`config.mk`:
```
export PLATFORM = sky130hd
export DESIGN_NAME = id_ex_stage_flat
export DESIGN_NICKNAME = d
export VERILOG_FILES = /design/src/rtl/id_ex_stage_if.sv /design/src/rtl/id_ex_stage.sv /design/src/flat_wrapper.sv
export SDC_FILE = /design/constraint.sdc
export NUM_CORES = 1
export LEC_CHECK = 0
export ABC_AREA = 1
export CAP_MARGIN = 20
export CELL_PAD_IN_SITES_DETAIL_PLACEMENT = 0
export CELL_PAD_IN_SITES_GLOBAL_PLACEMENT = 1
export CORE_AREA = 2 2 99 197
export CTS_BUF_LIST = sky130_fd_sc_hd__clkbuf_16
export DETAILED_ROUTE_END_ITERATION = 6
export DIE_AREA = 0 0 101 199
export PLACE_DENSITY = 0.93
export SLEW_MARGIN = 20
export SYNTH_ARGS = -nofsm -noshare
export SYNTH_HDL_FRONTEND = slang
export SYNTH_SLANG_ARGS = --single-unit
```
`constraint.sdc`:
```
create_clock -name clk -period 3.25 [get_ports clk]
set_clock_uncertainty 0.15 [all_clocks]
set_input_delay 0.65 -clock clk [delete_from_list [all_inputs] [get_ports clk]]
set_output_delay 0.65 -clock clk [all_outputs]
set_load 0.01 [all_outputs]
```
`src/rtl/id_ex_stage_if.sv`:
```
// Decode-to-execute pipeline boundary: ID-side inputs, EX-side registered outputs,
// and the pipeline control signals Hold, Flush, Stall and BubbleCount.
interface id_ex_stage_if #(parameter int NBits = 32);
  logic             Hold;
  logic             Flush;
  logic             ID_Valid;
  logic [10:0]      ID_Ctrl;
  logic [NBits-1:0] ID_ReadData1;
  logic [NBits-1:0] ID_ReadData2;
  logic [NBits-1:0] ID_Imm;
  logic [4:0]       ID_Rs;
  logic [4:0]       ID_Rt;
  logic [4:0]       ID_Rd;

  logic             EX_Valid;
  logic [10:0]      EX_Ctrl;
  logic [NBits-1:0] EX_ReadData1;
  logic [NBits-1:0] EX_ReadData2;
  logic [NBits-1:0] EX_Imm;
  logic [4:0]       EX_Rs;
  logic [4:0]       EX_Rt;
  logic [4:0]       EX_Rd;
  logic             Stall;
  logic [15:0]      BubbleCount;

  modport master (
    output Hold, Flush, ID_Valid, ID_Ctrl, ID_ReadData1, ID_ReadData2, ID_Imm,
           ID_Rs, ID_Rt, ID_Rd,
    input  EX_Valid, EX_Ctrl, EX_ReadData1, EX_ReadData2, EX_Imm,
           EX_Rs, EX_Rt, EX_Rd, Stall, BubbleCount
  );

  modport slave (
    input  Hold, Flush, ID_Valid, ID_Ctrl, ID_ReadData1, ID_ReadData2, ID_Imm,
           ID_Rs, ID_Rt, ID_Rd,
    output EX_Valid, EX_Ctrl, EX_ReadData1, EX_ReadData2, EX_Imm,
           EX_Rs, EX_Rt, EX_Rd, Stall, BubbleCount
  );
endinterface

```
`src/rtl/id_ex_stage.sv`:
```
// ID/EX pipeline register with load-use hazard detection, bubble insertion,
// flush handling (remembered across Hold) and a saturating bubble counter.
module id_ex_stage #(
  parameter int NBits = 32
) (
  input logic          clk,
  input logic          reset,
  id_ex_stage_if.slave bus
);

  logic             exValid;
  logic [10:0]      exCtrl;
  logic [NBits-1:0] exReadData1;
  logic [NBits-1:0] exReadData2;
  logic [NBits-1:0] exImm;
  logic [4:0]       exRs;
  logic [4:0]       exRt;
  logic [4:0]       exRd;
  logic [15:0]      bubbleCnt;
  logic             flushPending;

  logic usesRt;
  logic hazard;
  logic kill;

  always_comb begin
    usesRt = bus.ID_Ctrl[10] | bus.ID_Ctrl[5] | bus.ID_Ctrl[4] | bus.ID_Ctrl[3];
    hazard = bus.ID_Valid & exValid & exCtrl[6] & exCtrl[7] & (exRt != 5'd0) &
             ((exRt == bus.ID_Rs) | (usesRt & (exRt == bus.ID_Rt)));
    kill   = bus.Flush | flushPending;
  end

  // A pending or current flush makes the stall pointless: the dependent op dies anyway.
  assign bus.Stall = hazard & ~bus.Hold & ~bus.Flush & ~flushPending;

  always_ff @(posedge clk or negedge reset) begin
    if (!reset) begin
      exValid      <= 1'b0;
      exCtrl       <= 11'd0;
      exReadData1  <= '0;
      exReadData2  <= '0;
      exImm        <= '0;
      exRs         <= 5'd0;
      exRt         <= 5'd0;
      exRd         <= 5'd0;
      bubbleCnt    <= 16'd0;
      flushPending <= 1'b0;
    end else if (bus.Hold) begin
      flushPending <= flushPending | bus.Flush;
    end else begin
      exReadData1 <= bus.ID_ReadData1;
      exReadData2 <= bus.ID_ReadData2;
      exImm       <= bus.ID_Imm;
      exRs        <= bus.ID_Rs;
      exRt        <= bus.ID_Rt;
      exRd        <= bus.ID_Rd;
      if (kill) begin
        exValid      <= 1'b0;
        exCtrl       <= 11'd0;
        flushPending <= 1'b0;
      end else if (hazard) begin
        exValid <= 1'b0;
        exCtrl  <= 11'd0;
        if (bubbleCnt != 16'hFFFF) bubbleCnt <= bubbleCnt + 16'd1;
      end else begin
        exValid <= bus.ID_Valid;
        exCtrl  <= bus.ID_Valid ? bus.ID_Ctrl : 11'd0;
      end
    end
  end

  assign bus.EX_Valid     = exValid;
  assign bus.EX_Ctrl      = exCtrl;
  assign bus.EX_ReadData1 = exReadData1;
  assign bus.EX_ReadData2 = exReadData2;
  assign bus.EX_Imm       = exImm;
  assign bus.EX_Rs        = exRs;
  assign bus.EX_Rt        = exRt;
  assign bus.EX_Rd        = exRd;
  assign bus.BubbleCount  = bubbleCnt;

endmodule

```
`src/flat_wrapper.sv`:
```
// flat-port wrapper written by rule: the top's interface ports become plain ports
module id_ex_stage_flat 
#(
  parameter int NBits = 32
)
  (clk, reset, bus_Hold, bus_Flush, bus_ID_Valid, bus_ID_Ctrl, bus_ID_ReadData1, bus_ID_ReadData2, bus_ID_Imm, bus_ID_Rs, bus_ID_Rt, bus_ID_Rd, bus_EX_Valid, bus_EX_Ctrl, bus_EX_ReadData1, bus_EX_ReadData2, bus_EX_Imm, bus_EX_Rs, bus_EX_Rt, bus_EX_Rd, bus_Stall, bus_BubbleCount);
  id_ex_stage_if #(.NBits(NBits)) bus_i ();
  input logic clk;
  input logic reset;
  input wire logic [$bits(bus_i.Hold)-1:0] bus_Hold;
  input wire logic [$bits(bus_i.Flush)-1:0] bus_Flush;
  input wire logic [$bits(bus_i.ID_Valid)-1:0] bus_ID_Valid;
  input wire logic [$bits(bus_i.ID_Ctrl)-1:0] bus_ID_Ctrl;
  input wire logic [$bits(bus_i.ID_ReadData1)-1:0] bus_ID_ReadData1;
  input wire logic [$bits(bus_i.ID_ReadData2)-1:0] bus_ID_ReadData2;
  input wire logic [$bits(bus_i.ID_Imm)-1:0] bus_ID_Imm;
  input wire logic [$bits(bus_i.ID_Rs)-1:0] bus_ID_Rs;
  input wire logic [$bits(bus_i.ID_Rt)-1:0] bus_ID_Rt;
  input wire logic [$bits(bus_i.ID_Rd)-1:0] bus_ID_Rd;
  output wire logic [$bits(bus_i.EX_Valid)-1:0] bus_EX_Valid;
  output wire logic [$bits(bus_i.EX_Ctrl)-1:0] bus_EX_Ctrl;
  output wire logic [$bits(bus_i.EX_ReadData1)-1:0] bus_EX_ReadData1;
  output wire logic [$bits(bus_i.EX_ReadData2)-1:0] bus_EX_ReadData2;
  output wire logic [$bits(bus_i.EX_Imm)-1:0] bus_EX_Imm;
  output wire logic [$bits(bus_i.EX_Rs)-1:0] bus_EX_Rs;
  output wire logic [$bits(bus_i.EX_Rt)-1:0] bus_EX_Rt;
  output wire logic [$bits(bus_i.EX_Rd)-1:0] bus_EX_Rd;
  output wire logic [$bits(bus_i.Stall)-1:0] bus_Stall;
  output wire logic [$bits(bus_i.BubbleCount)-1:0] bus_BubbleCount;
  assign bus_i.Hold = bus_Hold;
  assign bus_i.Flush = bus_Flush;
  assign bus_i.ID_Valid = bus_ID_Valid;
  assign bus_i.ID_Ctrl = bus_ID_Ctrl;
  assign bus_i.ID_ReadData1 = bus_ID_ReadData1;
  assign bus_i.ID_ReadData2 = bus_ID_ReadData2;
  assign bus_i.ID_Imm = bus_ID_Imm;
  assign bus_i.ID_Rs = bus_ID_Rs;
  assign bus_i.ID_Rt = bus_ID_Rt;
  assign bus_i.ID_Rd = bus_ID_Rd;
  assign bus_EX_Valid = bus_i.EX_Valid;
  assign bus_EX_Ctrl = bus_i.EX_Ctrl;
  assign bus_EX_ReadData1 = bus_i.EX_ReadData1;
  assign bus_EX_ReadData2 = bus_i.EX_ReadData2;
  assign bus_EX_Imm = bus_i.EX_Imm;
  assign bus_EX_Rs = bus_i.EX_Rs;
  assign bus_EX_Rt = bus_i.EX_Rt;
  assign bus_EX_Rd = bus_i.EX_Rd;
  assign bus_Stall = bus_i.Stall;
  assign bus_BubbleCount = bus_i.BubbleCount;
  id_ex_stage #(.NBits(NBits)) u_core (.clk(clk), .reset(reset), .bus(bus_i));
endmodule
```
Yosys cells after proc, flatten, opt, wreduce, memory -nomap -nowiden. Index checks and enable logic that the tools add are counted.

Bits in registers: 140. Bits in latches: 0. Bits in writable memories: 0. Bits in read-only memories: 0. Bits of input ports: 127. Output and inout port bits: 140. Logic and storage cells: 42. Memories: 0.

Add/sub/neg operators: 1. Multiply operators: 0. Divide/modulo/power cells: 0. $lt $le $gt $ge: 0. Equal/unequal tests: 3. Shift operators: 0. Mux-type cells: 7. Bitwise operators: 18. Reduce and logical (&&, ||, !) cells: 3.

Operator list (number): $mux W11 (3); $add A16 B1 Y16 const B (1); $ne A16 B16 Y1 const B (1); $eq A5 B5 Y1 (2); $and A1 B1 Y1 (9); $or A1 B1 Y1 (5); $reduce_bool A5 Y1 (1); $mux W1 (4); $not A1 Y1 (4); $reduce_and A4 Y1 (1); $reduce_bool A2 Y1 (1).

Logic depth before layout (Yosys ltp).
Depth in word-level cells: 9. Gate-level depth with buffers: 12. Mapped depth without buffers: 11.

Worst setup path before layout. OpenSTA, ideal clock, no wires.

Path kind: input to output. From: input bus_Hold. To: output bus_Stall. Arrival time: 1.307 ns. Path slack: 1.143 ns. Cell stages on the path: 6. Path buffers: 1. Cell sequence: buf_2 > clkinv_1 > nand2_1 > inv_1 > nand3_1 > inv_1.

Longest elaborated chain between the ends: 4.

Ends and longest elaborated chain: start, declared (RTL line flat_wrapper.sv:10) `input wire logic [$bits(bus_i.Hold)-1:0] bus_Hold;`; $not A1 Y1 (RTL line id_ex_stage.sv:34) `assign bus.Stall = hazard & ~bus.Hold & ~bus.Flush & ~flushPending;`; $and A1 B1 Y1 (3 in a row) (RTL line id_ex_stage.sv:34); end, declared (RTL line flat_wrapper.sv:28) `output wire logic [$bits(bus_i.Stall)-1:0] bus_Stall;`.

No other way between the ends.

Worst setup path in the final report.
From: input bus_ID_Rs[4]. To: output bus_Stall.

Longest elaborated chain between the ends: 6.

Ends and longest elaborated chain: start, declared (RTL line flat_wrapper.sv:17) `input wire logic [$bits(bus_i.ID_Rs)-1:0] bus_ID_Rs;`; $eq A5 B5 Y1 (RTL line id_ex_stage.sv:29) `((exRt == bus.ID_Rs) | (usesRt & (exRt == bus.ID_Rt)));`; $or A1 B1 Y1 (RTL line id_ex_stage.sv:29); $and A1 B1 Y1 (RTL line id_ex_stage.sv:28) `hazard = bus.ID_Valid & exValid & exCtrl[6] & exCtrl[7] & (exRt != 5'd0) &`; $and A1 B1 Y1 (3 in a row) (RTL line id_ex_stage.sv:34).

No other way between the ends.

==> impl_metrics.toml <==
[routing]
wl_per_cell_um = 15.5
drc_errors = 0
viasPerCell = 4.49
vias = 5415
wl_um = 18700
drtIter0Drc = 198
drt_pre_antenna_iters = 6
final_antenna_net_count = 0

[logic_synthesis]
synth_enable_flop_cells = 0
synth_nets = 837
syn_area_sq_um = 5850
yosys_warnings = 0
synth_ff_type = "dfrtp_1"
synth.avg_cell_area_sq_um = 8.25
synth-seq-cells = 140
syn_inst = 709
synth_cell_types = 24
synth-seq-area-share = 0.599
netlist_top_cells_count = "nand2_1, dfrtp_1, inv_1, nand3_1, nor2_1"
synthTopCellsByArea = "dfrtp_1, nand2_1, nand3_1, inv_1, nor2_1"
synth_largest_area_cell = "dfrtp_1"
async_reset_ff_frac = 1.00
netlist.area_leader.share = 0.599
yosysMostFrequentCell = "nand2_1"

[setup_path]
end_kind = "output port"
critPathRequiredTime_ps = 2450
critical_path_class = "input port to output port"
rrSetupSlack_ps = 1260
cp_max_fo = 2
crit_path_start = "bus_ID_Rs[4]"
cp.arrival_ps = 2310
critPathLaunchType = "input port"
r2r_start = "u_core.bus.BubbleCount[0]"

[layout]
register_area_sq_um = 3500
area_growth_pct = 59.0
final_area_sq_um = 9300
fin_cells = 1207
diodes = 0
drive_gt1_frac = 0.0547
fin_nets = 1103
fill_cells = 1797
multiInputGateArea_sq_um = 2110

[sta]
worst_slew_pin_slew_ps = 881
relSlewSlack = 0.413
timing.final.ws_setup_ps = 136
max_freq_mhz = 321
rsz0062_at_grt = "false"
maxSlewViolCount = 0
post-route-period-util = 0.958
fin_crit_ps = 3110
finalSetupTns_ps = 0
setup_viol = 0
hold_viol_final = 0

[floorplanning]
rows = 71
initial_core_util = 0.314
die_w_um = 101
num_io_pins = 267
design.core.area_sq_um = 18700
die_height_um = 199
dieArea_sq_um = 20100

[grt]
grt_pass1_vias = 5430
overflow = 0
grt_pass1_wl_um = 28500
grt_max_degree = 105
grt.total_usage = 0.188
antenna_found_initial = 0

[placement]
placedInstanceArea_sq_um = 8730
place.gp.congestion = 0.831
pre_cts_ws_ps = 111
port_buffers = 266
hpwl_um = 13500
placed_cells = 1173

[run]
cap_violations = 0

[power]
vdd_drop_max_mv = 0.332
leakagePower_uw = 0.00462
power.total_uw = 4490
pwr_density_cell_nw_per_um2 = 483

[clock_network]
clock-sinks = 140
post_cts_resized = 0
clock_latency_ps = 420
numCtsBuffers = 17
cts_tree = "yes"
clkTransAtPathRegs_ps = 50
htree_levels = 4
clock_path_buffers = 2
root_buffer = "clkbuf_16"

[min_path]
hp-start = "u_core.bus.EX_ReadData1[1]"
hold_class = "register to register"

[status]
status = "completed"
## per-stage QoR
stage | util | hold slack (ps)
2_1_floorplan | - | 204
3_3_place_gp | 0.468 | 310
3_5_place_dp | 0.468 | 314
4_1_cts | 0.497 | 330
5_1_grt | 0.499 | 343
6_report | 0.499 | 323
## per-layer routing
metal	vias to the layer above	GRT usage	wire, um
met5	-	0	0
li1	2676	-	-
met1	2524	0.192	6620
met4	0	0.100	686
met3	38	0.0429	905
met2	177	0.346	10500
## worst max-delay path, cell delays in order
cell	delay (ps)
clkdlybuf4s50_1	480
inv_1	50
nand2_1	50
nand2_1	70
nor2_1	100
nand3_1	110
nand2_2	100
nand3_1	110
inv_1	70
clkdlybuf4s50_1	530
## cell type report
cell class | instances | share of cell area
Inverter | 27 | 0.0110
Tap cell | 219 | 0.0295
Multi-Input combinational cell | 512 | 0.227
Timing Repair Buffer | 277 | 0.299
Clock inverter | 15 | 0.0114
Clock buffer | 17 | 0.0457
Sequential cell | 140 | 0.377
## path summary, 6_finish.rpt
path / end / cells after the start
hold / removal: u_core.bus.EX_ReadData1[1] / 2
max in group asynchronous: u_core.bus.BubbleCount[15] / 3
hold reg to reg: u_core.bus.EX_ReadData1[1] / 2
min in group asynchronous: u_core.bus.EX_Imm[23] / 2
setup reg to reg: u_core.bus.BubbleCount[2] / 8
setup / recovery: bus_Stall / 10
## cell families after synthesis
family | Yosys count | share of synthesized area
xor gates and xnor gates | 14 | 0.0210
DFF | 140 | 0.599
AOI/OAI and AO/OA | 11 | 0.00941
adders and majority gates | 1 | 0.00214
buffers and inverters | 57 | 0.0406
and+or+nand+nor | 486 | 0.328
## flip-flops by register name (all words and copies together), names as in the netlist
name and cells:
u_core.bus.EX_Imm 32, u_core.bus.BubbleCount 16, u_core.bus.EX_Valid 1, u_core.bus.EX_Ctrl 11, u_core.bus.EX_ReadData1 32, u_core.bus.EX_Rs 5, u_core.flushPending 1, u_core.bus.EX_ReadData2 32
u_core.bus.EX_Rd 5, u_core.bus.EX_Rt 5
## repair_timing
item | CTS | global route
endpoints found under the hold margin | 2 | 0
hold buffers | 1 | 0
buffers inserted | 0 | 0
## cells in the final DEF, fill, tap and decap left out, types with 2 or more instances in the layout
master and instances:
buf_4 9, clkbuf_16 17, clkdlybuf4s50_1 264, clkinv_1 4, clkinv_2 8, clkinv_4 2
dfrtp_1 140, inv_1 21, inv_2 5, nand2_1 431, nand2_2 2, nand3_1 20
nand3_2 3, nand4_1 3, nor2_1 20, nor3_1 3, o21ai_0 11, xnor2_1 7
xor2_1 7
## report_power, final
part | switching (uW) | leakage, uW | internal, uW
Combinational | 336 | 0.00260 | 428
Sequential | 77.2 | 0.00175 | 1870
Clock | 745 | 0.000270 | 1030
Total | 1160 | 0.00462 | 3340
No activity file was read; power rests on OpenSTA's default activity.
